File: src/rtl/frame_writer.sv
// Packs an 8-bit pixel stream into 16-bit words and writes each frame into the back bank
// of a double-buffered frame store, swapping banks when a frame completes.
// Optional: define FRAME_WRITER_SOF_RESYNC_EN so that in_sof in mid-frame restarts the frame.
module frame_writer #(
    parameter int MEM_ADDR_WIDTH = 24,
    parameter int FRAME_WORDS    = 4096
) (
    input  logic                      clk,
    input  logic                      rst,
    input  logic [7:0]                in_data,
    input  logic                      in_valid,
    input  logic                      in_sof,
    output logic                      in_ready,
    output logic [MEM_ADDR_WIDTH-1:0] mem_addr,
    output logic [15:0]               mem_wdata,
    output logic                      mem_we,
    input  logic                      mem_ack,
    output logic                      frame_done,
    output logic                      rd_bank
);

    localparam int IDX_W = MEM_ADDR_WIDTH - 1;
    localparam logic [IDX_W-1:0] LAST_IDX = IDX_W'(FRAME_WORDS - 1);

`ifdef FRAME_WRITER_SOF_RESYNC_EN
    localparam bit RESYNC = 1'b1;
`else
    localparam bit RESYNC = 1'b0;
`endif

    typedef enum logic [2:0] {
        IDLE,
        LOW,
        HIGH,
        WRITE,
        DONE
    } state_t;

    state_t                    state_reg, state_next;
    logic [IDX_W-1:0]          word_index_reg, word_index_next;
    logic [7:0]                low_byte_reg, low_byte_next;
    logic [MEM_ADDR_WIDTH-1:0] mem_addr_reg, mem_addr_next;
    logic [15:0]               mem_wdata_reg, mem_wdata_next;
    logic                      mem_we_reg, mem_we_next;
    logic                      frame_done_reg, frame_done_next;
    logic                      rd_bank_reg, rd_bank_next;
    logic                      accept;
    logic                      restart;

    always_ff @(posedge clk) begin
        if (rst) begin
            state_reg      <= IDLE;
            word_index_reg <= '0;
            low_byte_reg   <= '0;
            mem_addr_reg   <= '0;
            mem_wdata_reg  <= '0;
            mem_we_reg     <= 1'b0;
            frame_done_reg <= 1'b0;
            rd_bank_reg    <= 1'b0;
        end else begin
            state_reg      <= state_next;
            word_index_reg <= word_index_next;
            low_byte_reg   <= low_byte_next;
            mem_addr_reg   <= mem_addr_next;
            mem_wdata_reg  <= mem_wdata_next;
            mem_we_reg     <= mem_we_next;
            frame_done_reg <= frame_done_next;
            rd_bank_reg    <= rd_bank_next;
        end
    end

    assign in_ready = (state_reg == IDLE) || (state_reg == LOW) || (state_reg == HIGH);
    assign accept   = in_valid && in_ready;
    // Mid-frame sof only matters when resynchronisation is compiled in.
    assign restart  = RESYNC && accept && in_sof;

    always_comb begin
        state_next      = state_reg;
        word_index_next = word_index_reg;
        low_byte_next   = low_byte_reg;
        mem_addr_next   = mem_addr_reg;
        mem_wdata_next  = mem_wdata_reg;
        mem_we_next     = mem_we_reg;
        frame_done_next = 1'b0;
        rd_bank_next    = rd_bank_reg;

        case (state_reg)
            IDLE: begin
                if (accept && in_sof) begin
                    low_byte_next   = in_data;
                    word_index_next = '0;
                    state_next      = HIGH;
                end
            end
            LOW: begin
                if (accept) begin
                    if (restart) begin
                        word_index_next = '0;
                    end
                    low_byte_next = in_data;
                    state_next    = HIGH;
                end
            end
            HIGH: begin
                if (restart) begin
                    low_byte_next   = in_data;
                    word_index_next = '0;
                end else if (accept) begin
                    mem_wdata_next = {in_data, low_byte_reg};
                    mem_addr_next  = {~rd_bank_reg, word_index_reg};
                    mem_we_next    = 1'b1;
                    state_next     = WRITE;
                end
            end
            WRITE: begin
                if (mem_ack) begin
                    mem_we_next = 1'b0;
                    if (word_index_reg == LAST_IDX) begin
                        state_next = DONE;
                    end else begin
                        word_index_next = word_index_reg + 1'b1;
                        state_next      = LOW;
                    end
                end
            end
            DONE: begin
                frame_done_next = 1'b1;
                rd_bank_next    = ~rd_bank_reg;
                word_index_next = '0;
                state_next      = IDLE;
            end
            default: state_next = IDLE;
        endcase
    end

    assign mem_addr   = mem_addr_reg;
    assign mem_wdata  = mem_wdata_reg;
    assign mem_we     = mem_we_reg;
    assign frame_done = frame_done_reg;
    assign rd_bank    = rd_bank_reg;

endmodule

File: config.mk
export PLATFORM = sky130hd
export DESIGN_NAME = frame_writer
export DESIGN_NICKNAME = d
export VERILOG_FILES = /design/src/rtl/frame_writer.sv
export SDC_FILE = /design/constraint.sdc
export NUM_CORES = 1
export LEC_CHECK = 0
export CAP_MARGIN = 20
export CORE_MARGIN = 1.5
export CORE_UTILIZATION = 35
export DETAILED_ROUTE_END_ITERATION = 8
export PLACE_DENSITY = 0.68
export SETUP_SLACK_MARGIN = 0.02
export SLEW_MARGIN = 20
export SYNTH_ARGS = -nofsm -noshare
export SYNTH_HDL_FRONTEND = slang
export SYNTH_SLANG_ARGS = --single-unit
File: constraint.sdc
create_clock -name clk -period 5.75 [get_ports clk]
set_input_delay 1.15 -clock clk [delete_from_list [all_inputs] [get_ports clk]]
set_output_delay 1.15 -clock clk [all_outputs]
set_load 0.005 [all_outputs]
==> results.txt <==
----------------------------------------------------
[Run status]
  Outcome ... finished, final reports clean

[Floorplanning]
  Die X-Extent ... 99.7 um
  Number of top-level pins ... between 50 and 60
  Die Y ... about 100 um
  Core ar. ... slightly above 0.009 mm^2
  Effective utilization at floorplan ... between 30% and 40%
  Row count ... 35
  Area enclosed by the die boundary ... slightly below 0.01 mm^2

[Hold path]
  Type of the tightest min-delay check ... flop to flop

[Logic synthesis]
  Primary flip-flop cell chosen by synthesis mapping ... dfxtp_1
  Fraction of synthesized cell area taken by the top area cell type ... around 47%
  Top cell type by total area after synthesis ... dfxtp_1
  Share of the yosys chip area belonging to registers ... between 40 and 50%
  Distinct cells, synth ... 53
  Cell types with the largest area share after synthesis ... dfxtp_1 47%, nand2_1 10%, a21oi_1 9.6%, nor2_1 3.4%, clkbuf_1 2.9%
  Complex-gate fraction of the synthesized area ... 19.9%
  EDFF count, synth ... 0
  Ys async rst share ... 0%
  Share of synthesized area spent on multiplexers ... just over 3%
  Simple-Gate Fraction of Synth Area ... ~25%
  Post-synthesis register bit count ... 77
  Xor/xnor share of the synthesized area ... less than 1%
  Net count after synthesis ... 422
  Combinational family with the most area after synthesis ... simple AND/OR/NAND/NOR gates
  Adder-Cell Fraction of Synth Area ... less than 1%
  Mean cell area of the mapped netlist ... around 8.0 um^2
  Netlist area before placement ... 0.00327 mm^2
  Count of synthesis-stage warnings from yosys ... 0
  Synthesized instance count ... roughly 410

[Placement]
  Detailed placer's ending HPWL ... between 5000 and 6000 um
  Global placement routability congestion ... between 0.8 and 0.9
  Total of buffers placed on input and output ports ... 56

[Routing]
  Final wirelength ... between 7000 and 8000 um
  Vias per cell ... 5.29
  Number of DRC markers in iteration 0 ... between 150 and 200
  Routed metal-1 wire length ... 3520 um
  Detail Route met2 WL ... 3640 um
  Residual DRC ... 0
  Routed met3 length ... about 480 um
  Post-DRT Antenna Nets ... 0
  Vias ... roughly 3000
  Drt pass-1 iters ... 4
  Average wire length per cell after detail routing ... 13.7 um
  Uppermost signal routing layer after detailed routing ... met4

[Global routing]
  Number of global-route vias before repair ... about 2900
  Antenna violations before repair ... 0
  Total congestion overflow ... 0
  Wire length of the first global-routing pass ... approximately 13000 um
  Total GRT Usage ... between 10% and 20%
  Maximum number of pins on one net before global-route repair ... 42

[Worst setup path]
  Critical Path Sink ... word_index_reg[3]
  Startpoint-to-endpoint class of the critical path ... primary input to flop
  Worst reg2reg path startpoint ... word_index_reg[0]
  R2r setup slk ... approximately 3.3 ns
  Cells on worst reg2reg path ... 6
  Worst Path Required ... ~6.0 ns
  Endpoint of the lowest-slack register-to-register path ... word_index_reg[22]
  Critical Path Sink Type ... flop
  Maximum fanout along the worst path ... 12
  Worst setup path startpoint ... mem_ack
  Worst Setup Start Kind ... primary input
  Endpoint arrival time on the critical path ... 3.35 ns

[Timing]
  Post-layout min period ... ~3 ns
  Worst hold-check slack ... around 0.45 ns
  Worst-Margin Slew ... just over 1 ns
  Final number of setup-violating endpoints ... 0
  Worst relative slew slack ... 30.7%
  Highest clock frequency the design can meet ... approximately 320 MHz
  Final Max Slew Viols ... 0
  Final hold violation count ... 0
  Final-layout setup total negative slack ... 0 ns
  Setup Skew ... 0.00966 ns
  Setup repair after global routing missed its margin ... false
  Share of the cycle needed by the critical path after routing ... around 54%

[Power]
  Power spent charging and discharging nets ... 269 uW
  Part of the power in registers ... 50.5%
  Power density cells ... approximately 270 mW/mm^2
  Part of the total power dissipated in the clock network ... a little over two fifths
  Total Power ... 1.09 mW
  Cell-internal power ... approximately 820 uW
  Net Sw Frac ... 24.6%
  Static leakage ... approximately 1.3 nW
  Peak supply drop ... 180 uV
  Part of the power in combinational logic ... 7.7%

[Final layout]
  Flip-flop count of the largest register after layout ... 24
  Fill count ... slightly above 900
  Proportion of layout cells with a drive suffix above 1 ... just over 7%
  Most common cell after layout, fill and taps aside ... nand2_1
  Commonest cells after routing, fill and taps aside ... 90 x nand2_1, 77 x dfxtp_1, 63 x a21oi_1, 55 x clkdlybuf4s50_1, 30 x nor2_1
  Antenna Cells ... 0
  Signed area change from the synthesized netlist to the final layout ... 25.0%
  Count of nets after finishing ... between 400 and 500

[Clock network]
  Number of buffers created by CTS ... 9
  Clock root buffer ... clkbuf_8
  Insertion delay to the later sink of the worst-skew pair ... approximately 0.36 ns
  H-tree level count ... 3
  Clock transition time at the flip-flop clock pins of the worst setup and hold paths ... 0.09 ns
  CTS tree ... yes
  CTS Hold Buffers Added ... 0
  Post-CTS setup buffers ... 0
  TritonCTS Sinks ... a little under 80
  Maximum buffer depth of the clock tree ... 2
  Cells resized by post-CTS repair ... 0

[Flow run]
  Maximum Capacitance Violations ... 0

----------------------------------------------------
==> final cells by class <==
cell class	count	area (um^2)	area share [%]
Inverter	4	15.0	0.367
Tap cell	111	139	3.39
Clock buffer	9	124	3.03
Multi-Input combinational cell	297	1590	38.9
Sequential cell	77	1540	37.7
Clock inverter	7	96.3	2.35
Timing Repair Buffer	60	586	14.3
==> worst max-delay path: stages <==
cell and delay, ns:
clkdlybuf4s50_1 0.48, nand4b_1 0.42, a21oi_1 0.84, a41oi_1 0.20, a311oi_1 0.26
==> Yosys cell counts, types with 2 or more instances <==
library cell  number
buf_6              2
a21oi_1           63
o21ai_1            7
nand2_1           90
nor2_1            30
nor3_1             6
dfxtp_1           77
and3_1             5
nand4_1            4
buf_2              3
o21ai_0           12
nor4_2             2
a211oi_1           2
nor4b_1            2
nand2b_1           2
o21a_1             2
a311oi_1           3
clkbuf_1          25
inv_1              4
a31oi_1            4
mux2i_1            9
nand3_1           15
o211ai_1           2
nand4b_1           3
nor4_1             4
or4_1              3
==> metal layers <==
metal,global-route usage [%],vias up
met5,0,-
met3,5.27,7
li1,-,1514
met4,6.39,0
met2,26.8,74
met1,20.9,1392
==> logic make-up after synthesis <==
| family | after synthesis |
|---|---|
| and+or+nand+nor | 175 |
| adders and majority gates | 1 |
| buffers and inverters | 34 |
| DFF | 77 |
| muxes | 10 |
| xor gates and xnor gates | 1 |
| AOI/OAI and AO/OA | 110 |
==> how the worst min path moves through the flow <==
| stage | start | cells after the start | end |
|---|---|---|---|
| 2_1_floorplan | low_byte_reg[0] | 2 | mem_wdata[0] |
| 3_3_place_gp | low_byte_reg[2] | 2 | mem_wdata[2] |
| 3_5_place_dp | low_byte_reg[5] | 2 | mem_wdata[5] |
| 4_1_cts | mem_we | 2 | mem_we |
| 5_1_grt | low_byte_reg[5] | 2 | mem_wdata[5] |
| 6_report | low_byte_reg[5] | 2 | mem_wdata[5] |
==> through the flow <==
step	utilization, %	instance area [um^2]	setup slack (ns)	std cells
global placement	42.3	3870	2.37	549
global route	44.7	4090	2.41	565
floorplan	-	3270	3.28	408
finish	44.7	4090	2.67	565
detailed placement	42.3	3870	2.31	549
CTS	44.7	4090	2.69	565
==> power groups by stage <==
stage	logic, mW	clock network [mW]	registers (mW)
4_1_cts	0.0843	0.466	0.551
5_1_grt	0.0936	0.487	0.553
3_3_place_gp	0.0823	0	0.563
3_5_place_dp	0.0842	0	0.564
6_report	0.0836	0.457	0.551
2_1_floorplan	0.0570	0	0.560
No activity file was read; power rests on OpenSTA's default activity.
